**src/rtl/ttt_pkg.sv**
```systemverilog
// Shared types and constants for the tik_tac_toe input stage.
package ttt_pkg;

  localparam int unsigned POS_W   = 4;
  localparam int unsigned POS_MAX = 8;

  typedef enum logic [1:0] {
    WAIT_P1,
    WAIT_P2,
    CHECK,
    OVER
  } state_e;

  typedef enum logic {
    P1 = 1'b0,
    P2 = 1'b1
  } player_e;

  function automatic logic pos_valid(input logic [POS_W-1:0] pos);
    return pos <= POS_W'(POS_MAX);
  endfunction

endpackage

```
**src/rtl/button_debounce.sv**
```systemverilog
// Two-flop synchroniser, counter debouncer and one-cycle press pulse for one raw button.
module button_debounce #(
  parameter int unsigned DEBOUNCE_CYCLES = 16
) (
  input  logic i_clk,
  input  logic i_reset,
  input  logic i_btn,
  output logic o_press
);

  localparam int unsigned CntW = (DEBOUNCE_CYCLES > 1) ? $clog2(DEBOUNCE_CYCLES) : 1;
  localparam logic [CntW-1:0] CntLast = CntW'(DEBOUNCE_CYCLES - 1);

  logic            r_s1;
  logic            r_s2;
  logic            r_db;
  logic            r_db_q;
  logic [CntW-1:0] r_cnt;

  always_ff @(posedge i_clk) begin
    if (i_reset) begin
      r_s1   <= 1'b0;
      r_s2   <= 1'b0;
      r_db   <= 1'b0;
      r_db_q <= 1'b0;
      r_cnt  <= '0;
    end else begin
      r_s1   <= i_btn;
      r_s2   <= r_s1;
      r_db_q <= r_db;
      // Any sample agreeing with the debounced level restarts the run.
      if (r_s2 == r_db) begin
        r_cnt <= '0;
      end else if (r_cnt == CntLast) begin
        r_db  <= r_s2;
        r_cnt <= '0;
      end else begin
        r_cnt <= r_cnt + CntW'(1);
      end
    end
  end

  assign o_press = r_db & ~r_db_q;

endmodule

```
**src/rtl/move_input_ctrl.sv**
```systemverilog
// Turns debounced player buttons and the position switches into turn-ordered move strobes.
module move_input_ctrl
  import ttt_pkg::*;
#(
  parameter int unsigned DEBOUNCE_CYCLES = 16,
  parameter int unsigned CHECK_CYCLES    = 2
) (
  input  logic             i_clk,
  input  logic             i_reset,
  input  logic             i_btn_p1,
  input  logic             i_btn_p2,
  input  logic [POS_W-1:0] i_sw_pos,
  input  logic             i_illegal_move,
  input  logic             i_game_done,
  output logic             o_p1,
  output logic             o_p2,
  output logic [POS_W-1:0] o_p1_pos,
  output logic [POS_W-1:0] o_p2_pos,
  output logic             o_turn,
  output logic             o_rejected
);

  localparam int unsigned ChkW = (CHECK_CYCLES > 1) ? $clog2(CHECK_CYCLES) : 1;
  localparam logic [ChkW-1:0] ChkLast = ChkW'(CHECK_CYCLES - 1);

  logic w_press_p1;
  logic w_press_p2;
  logic w_press_mine;
  logic w_press_other;
  logic w_pos_ok;

  state_e           r_state;
  player_e          r_turn;
  logic [ChkW-1:0]  r_chk_cnt;
  logic [POS_W-1:0] r_pos_s1;
  logic [POS_W-1:0] r_pos_s2;
  logic             r_p1;
  logic             r_p2;
  logic [POS_W-1:0] r_p1_pos;
  logic [POS_W-1:0] r_p2_pos;
  logic             r_rejected;

  button_debounce #(
    .DEBOUNCE_CYCLES(DEBOUNCE_CYCLES)
  ) u_db_p1 (
    .i_clk  (i_clk),
    .i_reset(i_reset),
    .i_btn  (i_btn_p1),
    .o_press(w_press_p1)
  );

  button_debounce #(
    .DEBOUNCE_CYCLES(DEBOUNCE_CYCLES)
  ) u_db_p2 (
    .i_clk  (i_clk),
    .i_reset(i_reset),
    .i_btn  (i_btn_p2),
    .o_press(w_press_p2)
  );

  // The mover is always the player whose turn it is; turn only flips on a clean CHECK exit.
  assign w_press_mine  = (r_turn == P1) ? w_press_p1 : w_press_p2;
  assign w_press_other = (r_turn == P1) ? w_press_p2 : w_press_p1;
  assign w_pos_ok      = pos_valid(r_pos_s2);

  always_ff @(posedge i_clk) begin
    if (i_reset) begin
      r_state    <= WAIT_P1;
      r_turn     <= P1;
      r_chk_cnt  <= '0;
      r_pos_s1   <= '0;
      r_pos_s2   <= '0;
      r_p1       <= 1'b0;
      r_p2       <= 1'b0;
      r_p1_pos   <= '0;
      r_p2_pos   <= '0;
      r_rejected <= 1'b0;
    end else begin
      r_pos_s1   <= i_sw_pos;
      r_pos_s2   <= r_pos_s1;
      r_p1       <= 1'b0;
      r_p2       <= 1'b0;
      r_rejected <= 1'b0;
      if (r_state == OVER) begin
        r_rejected <= w_press_p1 | w_press_p2;
      end else if (i_game_done) begin
        r_state    <= OVER;
        r_rejected <= w_press_p1 | w_press_p2;
      end else begin
        case (r_state)
          WAIT_P1, WAIT_P2: begin
            r_rejected <= w_press_other | (w_press_mine & ~w_pos_ok);
            if (w_press_mine && w_pos_ok) begin
              if (r_turn == P1) begin
                r_p1     <= 1'b1;
                r_p1_pos <= r_pos_s2;
              end else begin
                r_p2     <= 1'b1;
                r_p2_pos <= r_pos_s2;
              end
              r_chk_cnt <= '0;
              r_state   <= CHECK;
            end
          end
          CHECK: begin
            r_rejected <= w_press_p1 | w_press_p2;
            if (i_illegal_move) begin
              r_state <= (r_turn == P1) ? WAIT_P1 : WAIT_P2;
            end else if (r_chk_cnt == ChkLast) begin
              r_state <= (r_turn == P1) ? WAIT_P2 : WAIT_P1;
              r_turn  <= (r_turn == P1) ? P2 : P1;
            end else begin
              r_chk_cnt <= r_chk_cnt + ChkW'(1);
            end
          end
          default: r_state <= OVER;
        endcase
      end
    end
  end

  assign o_p1       = r_p1;
  assign o_p2       = r_p2;
  assign o_p1_pos   = r_p1_pos;
  assign o_p2_pos   = r_p2_pos;
  assign o_turn     = r_turn;
  assign o_rejected = r_rejected;

endmodule

```
**config.mk**
```make
export PLATFORM = sky130hd
export DESIGN_NAME = move_input_ctrl
export DESIGN_NICKNAME = d
export VERILOG_FILES = /design/src/rtl/ttt_pkg.sv /design/src/rtl/button_debounce.sv /design/src/rtl/move_input_ctrl.sv
export SDC_FILE = /design/constraint.sdc
export NUM_CORES = 1
export LEC_CHECK = 0
export CAP_MARGIN = 5
export CORE_ASPECT_RATIO = 1.1
export CORE_MARGIN = 2
export CORE_UTILIZATION = 44
export CTS_CLUSTER_DIAMETER = 30
export DETAILED_ROUTE_END_ITERATION = 6
export PLACE_DENSITY_LB_ADDON = 0.2
export RECOVER_POWER = 100
export SLEW_MARGIN = 20
export SYNTH_ARGS = -nofsm -noshare
export SYNTH_HDL_FRONTEND = slang
export SYNTH_HIERARCHICAL = 1
export SYNTH_SLANG_ARGS = --single-unit
```
**constraint.sdc**
```tcl
create_clock -name i_clk -period 3.44 [get_ports i_clk]
set_clock_uncertainty 0.15 [all_clocks]
set_input_delay 0.344 -clock i_clk [delete_from_list [all_inputs] [get_ports i_clk]]
set_output_delay 0.344 -clock i_clk [all_outputs]
set_load 0.05 [all_outputs]
```
==> flow_metrics.env <==
export IMPL_cp_max_fo=10
export IMPL_register_area_um2=780.7
export IMPL_r2r_start="o_turn"
export IMPL_clkSinkCount=39
export IMPL_path_class="register to primary output"
export IMPL_grt_overflow=0
export IMPL_cts_tree="done"
export IMPL_post_cts_setup_buffer_count=0
export IMPL_grt_use_met2=0.2331
export IMPL_r2r_slack_ns=1.75
export IMPL_yosysUniqueCellTypes=27
export IMPL_clk_pin_slew_ns=0.10
export IMPL_initial_core_util=0.4685
export IMPL_drt_iter0_markers=26
export IMPL_crit_family="buffers and inverters"
export IMPL_synth_avg_cell_area_um2=11.08
export IMPL_core_area_um2=3074
export IMPL_synthTopCellsByArea="dfxtp_1 54%, nor2b_1 7.4%, mux2i_1 7.0%, nor2_1 5.2%, xnor2_1 3.0%"
export IMPL_use_met3=0.06073
export IMPL_grt_max_degree=20
export IMPL_syn_cell_area_um2=1440
export IMPL_synth_area_mux_share=0.07732
export IMPL_p_per_area_nw_per_um2=415.5
export IMPL_synth_async_sr_flop_share=0
export IMPL_cts_hold_buf=0
export IMPL_cp_cell_sequence="dlygate4sd3_1"
export IMPL_die_area_um2=3747
export IMPL_port_buffers=21
export IMPL_insertion_delay_ns=0.33
export IMPL_grt_pass1_vias=948
export IMPL_use_met1=0.1512
export IMPL_slew_headroom=0.5047
export IMPL_clk_path_buf_depth=2
export IMPL_end_kind="primary output"
export IMPL_ys_flop_type="dfxtp_1"
export IMPL_nets=168
export IMPL_synth_adder_area_share=0.01738
export IMPL_antennaDiodeCount=0
export IMPL_utilization=0.5535
export IMPL_drt_pass1_iterations=4
export IMPL_rows=21
export IMPL_yosysWarnings=6
export IMPL_post_route_period_util=0.6891
export IMPL_busiest_layer="met2"
export IMPL_outcome="complete, no violations"
export IMPL_worstHoldStart="u_db_p1/r_s1"
export IMPL_area_growth_synth_to_final_pct=18.16
export IMPL_tns_ns=0
export IMPL_arrival_ns=1.88
export IMPL_critPathMaxStageDelay_ns=0.94
export IMPL_regToRegEndpoint="r_state[0]"
export IMPL_cp_slowest_cell="dlygate4sd3_1"
export IMPL_multi_input_area_um2=615.6
export IMPL_synthXorXnorAreaFrac=0.04865
export IMPL_synth_top_area_frac=0.5421
export IMPL_rsz0062_at_grt="false"
export IMPL_p_leak_nw=0.7084
export IMPL_synth_seq_area_share=0.5421
export IMPL_yosys_area_top_type="dfxtp_1"
export IMPL_routedWlPerCell_um=11.85
export IMPL_ir_drop_v=0.0003081
export IMPL_yosys_area_share_simple=0.2572
export IMPL_min_path_type="register to register"
export IMPL_synthCells=130
export IMPL_yosysMostFrequentCell="dfxtp_1"
export IMPL_drc=0
export IMPL_rr_worst_depth=4
export IMPL_fillCellCount=285
export IMPL_netlist_top_cells_count="39 x dfxtp_1, 20 x nor2_1, 17 x nor2b_1"
export IMPL_io_pins=22
export IMPL_cp_required_ns=2.95
export IMPL_synth_compound_area_share=0.03910
export IMPL_gp_congestion=0.7205
export IMPL_drive_above_1_share=0.07097
export IMPL_fmax_ghz=0.4219
export IMPL_min_period_ns=2.371
export IMPL_die_height_um=64
export IMPL_route_antenna_remaining_nets=0
export IMPL_grt_first_pass_wirelength_um=3905
export IMPL_ctsRootBufferMaster="clkbuf_4"
export IMPL_setup_viol=0
export IMPL_start_kind="register"
export IMPL_drt_wl_total_um=2239
export IMPL_h_tree_depth=2
export IMPL_holdPathStages=1
export IMPL_antenna_found_initial=0
export IMPL_cp_buffers_inverters=1
export IMPL_synth_fp_nets=142
export IMPL_synth_edf_count=0
export IMPL_drv_cap=0
export IMPL_synth_top_family_by_area="simple AND/OR/NAND/NOR gates"
export IMPL_hold_viol_final=0
export IMPL_avgViaCountPerCell=5.106
export IMPL_cts_buffers=5
export IMPL_synth_seq_cells=39
export IMPL_num_vias=965
export IMPL_whs_endpoint="u_db_p1/r_s2"
export IMPL_slew_viol_final=0
export IMPL_dpl_hpwl_um=1566
export IMPL_postCtsResizedCells=0
export IMPL_tightest_slew_ns=0.7429
export IMPL_grt_total_usage=0.1375
export IMPL_die_x_um=58.55
per-layer routing:
metal / wire length [um] / up-vias
met5: 0 / -
met4: 25 / 0
met3: 125 / 2
met2: 1109 / 22
met1: 978 / 455
li1: - / 486
cell families after synthesis:
logic type / count (synthesis)
buffers and inverters: 5
adder cells (fa/ha/maj): 2
flip-flops: 39
AND/OR/NAND/NOR: 59
multiplexers: 11
XOR/XNOR: 8
AO/OA/AOI/OAI: 6
flip-flops by register name (all words and copies together), names as in the netlist:
register / cells
o_p2_pos: 4
u_db_p2/r_db_q: 1
o_turn: 1
u_db_p1/r_db: 1
u_db_p2/r_cnt: 4
u_db_p1/r_s1: 1
o_p1: 1
u_db_p1/r_db_q: 1
r_pos_s2: 4
u_db_p2/r_s2: 1
u_db_p1/r_s2: 1
u_db_p2/r_db: 1
r_pos_s1: 4
u_db_p2/r_s1: 1
o_p2: 1
u_db_p1/r_cnt: 4
r_state: 2
r_chk_cnt: 1
o_p1_pos: 4
o_rejected: 1
placed cells by master, fill, tap and decap left out, types with 5 or more instances in the layout:
| cell | n |
|---|---|
| dfxtp_1 | 39 |
| dlygate4sd3_1 | 14 |
| nor2b_1 | 17 |
| clkdlybuf4s50_1 | 7 |
| clkbuf_4 | 5 |
| xnor2_1 | 5 |
| nor2_1 | 21 |
| nor3_1 | 5 |
| mux2i_1 | 10 |
worst max path at each step:
stage                            from    endpoint  slack (ns)  cells after the start
after floorplan                o_turn  r_state[0]        1.66                      5
after global placement         o_turn      o_turn        1.51                      1
after detailed placement  i_game_done  r_state[0]        1.47                      5
after CTS                      o_turn      o_turn        1.10                      1
after global routing           o_turn      o_turn        1.01                      1
final                          o_turn      o_turn        1.07                      1
final cells by class:
class	instances	area share
repair buffers	22	0.1257
well taps	34	0.02500
multi-input cells	86	0.3618
inverters	2	0.004412
clock buffers	6	0.02426
flip-flops and latches	39	0.4588
through the flow:
stage | cells | cell area [um2] | power [mW] | setup WS [ns] | hold slack [ns]
after floorplan | 130 | 1440 | 0.4995 | 1.660 | 0.2638
after global placement | 183 | 1682 | 0.5164 | 1.512 | 0.2687
after detailed placement | 183 | 1682 | 0.5181 | 1.466 | 0.2743
after CTS | 189 | 1723 | 0.7193 | 1.097 | 0.2941
after global routing | 189 | 1702 | 0.7423 | 1.009 | 0.3090
final | 189 | 1702 | 0.7070 | 1.070 | 0.2941
power breakdown:
group | total [mW] | internal [mW] | switching, mW
combinational | 0.0373 | 0.0192 | 0.0181
sequential | 0.469 | 0.462 | 0.00702
clock | 0.201 | 0.0727 | 0.128
Power figures use the tool's default switching activity.
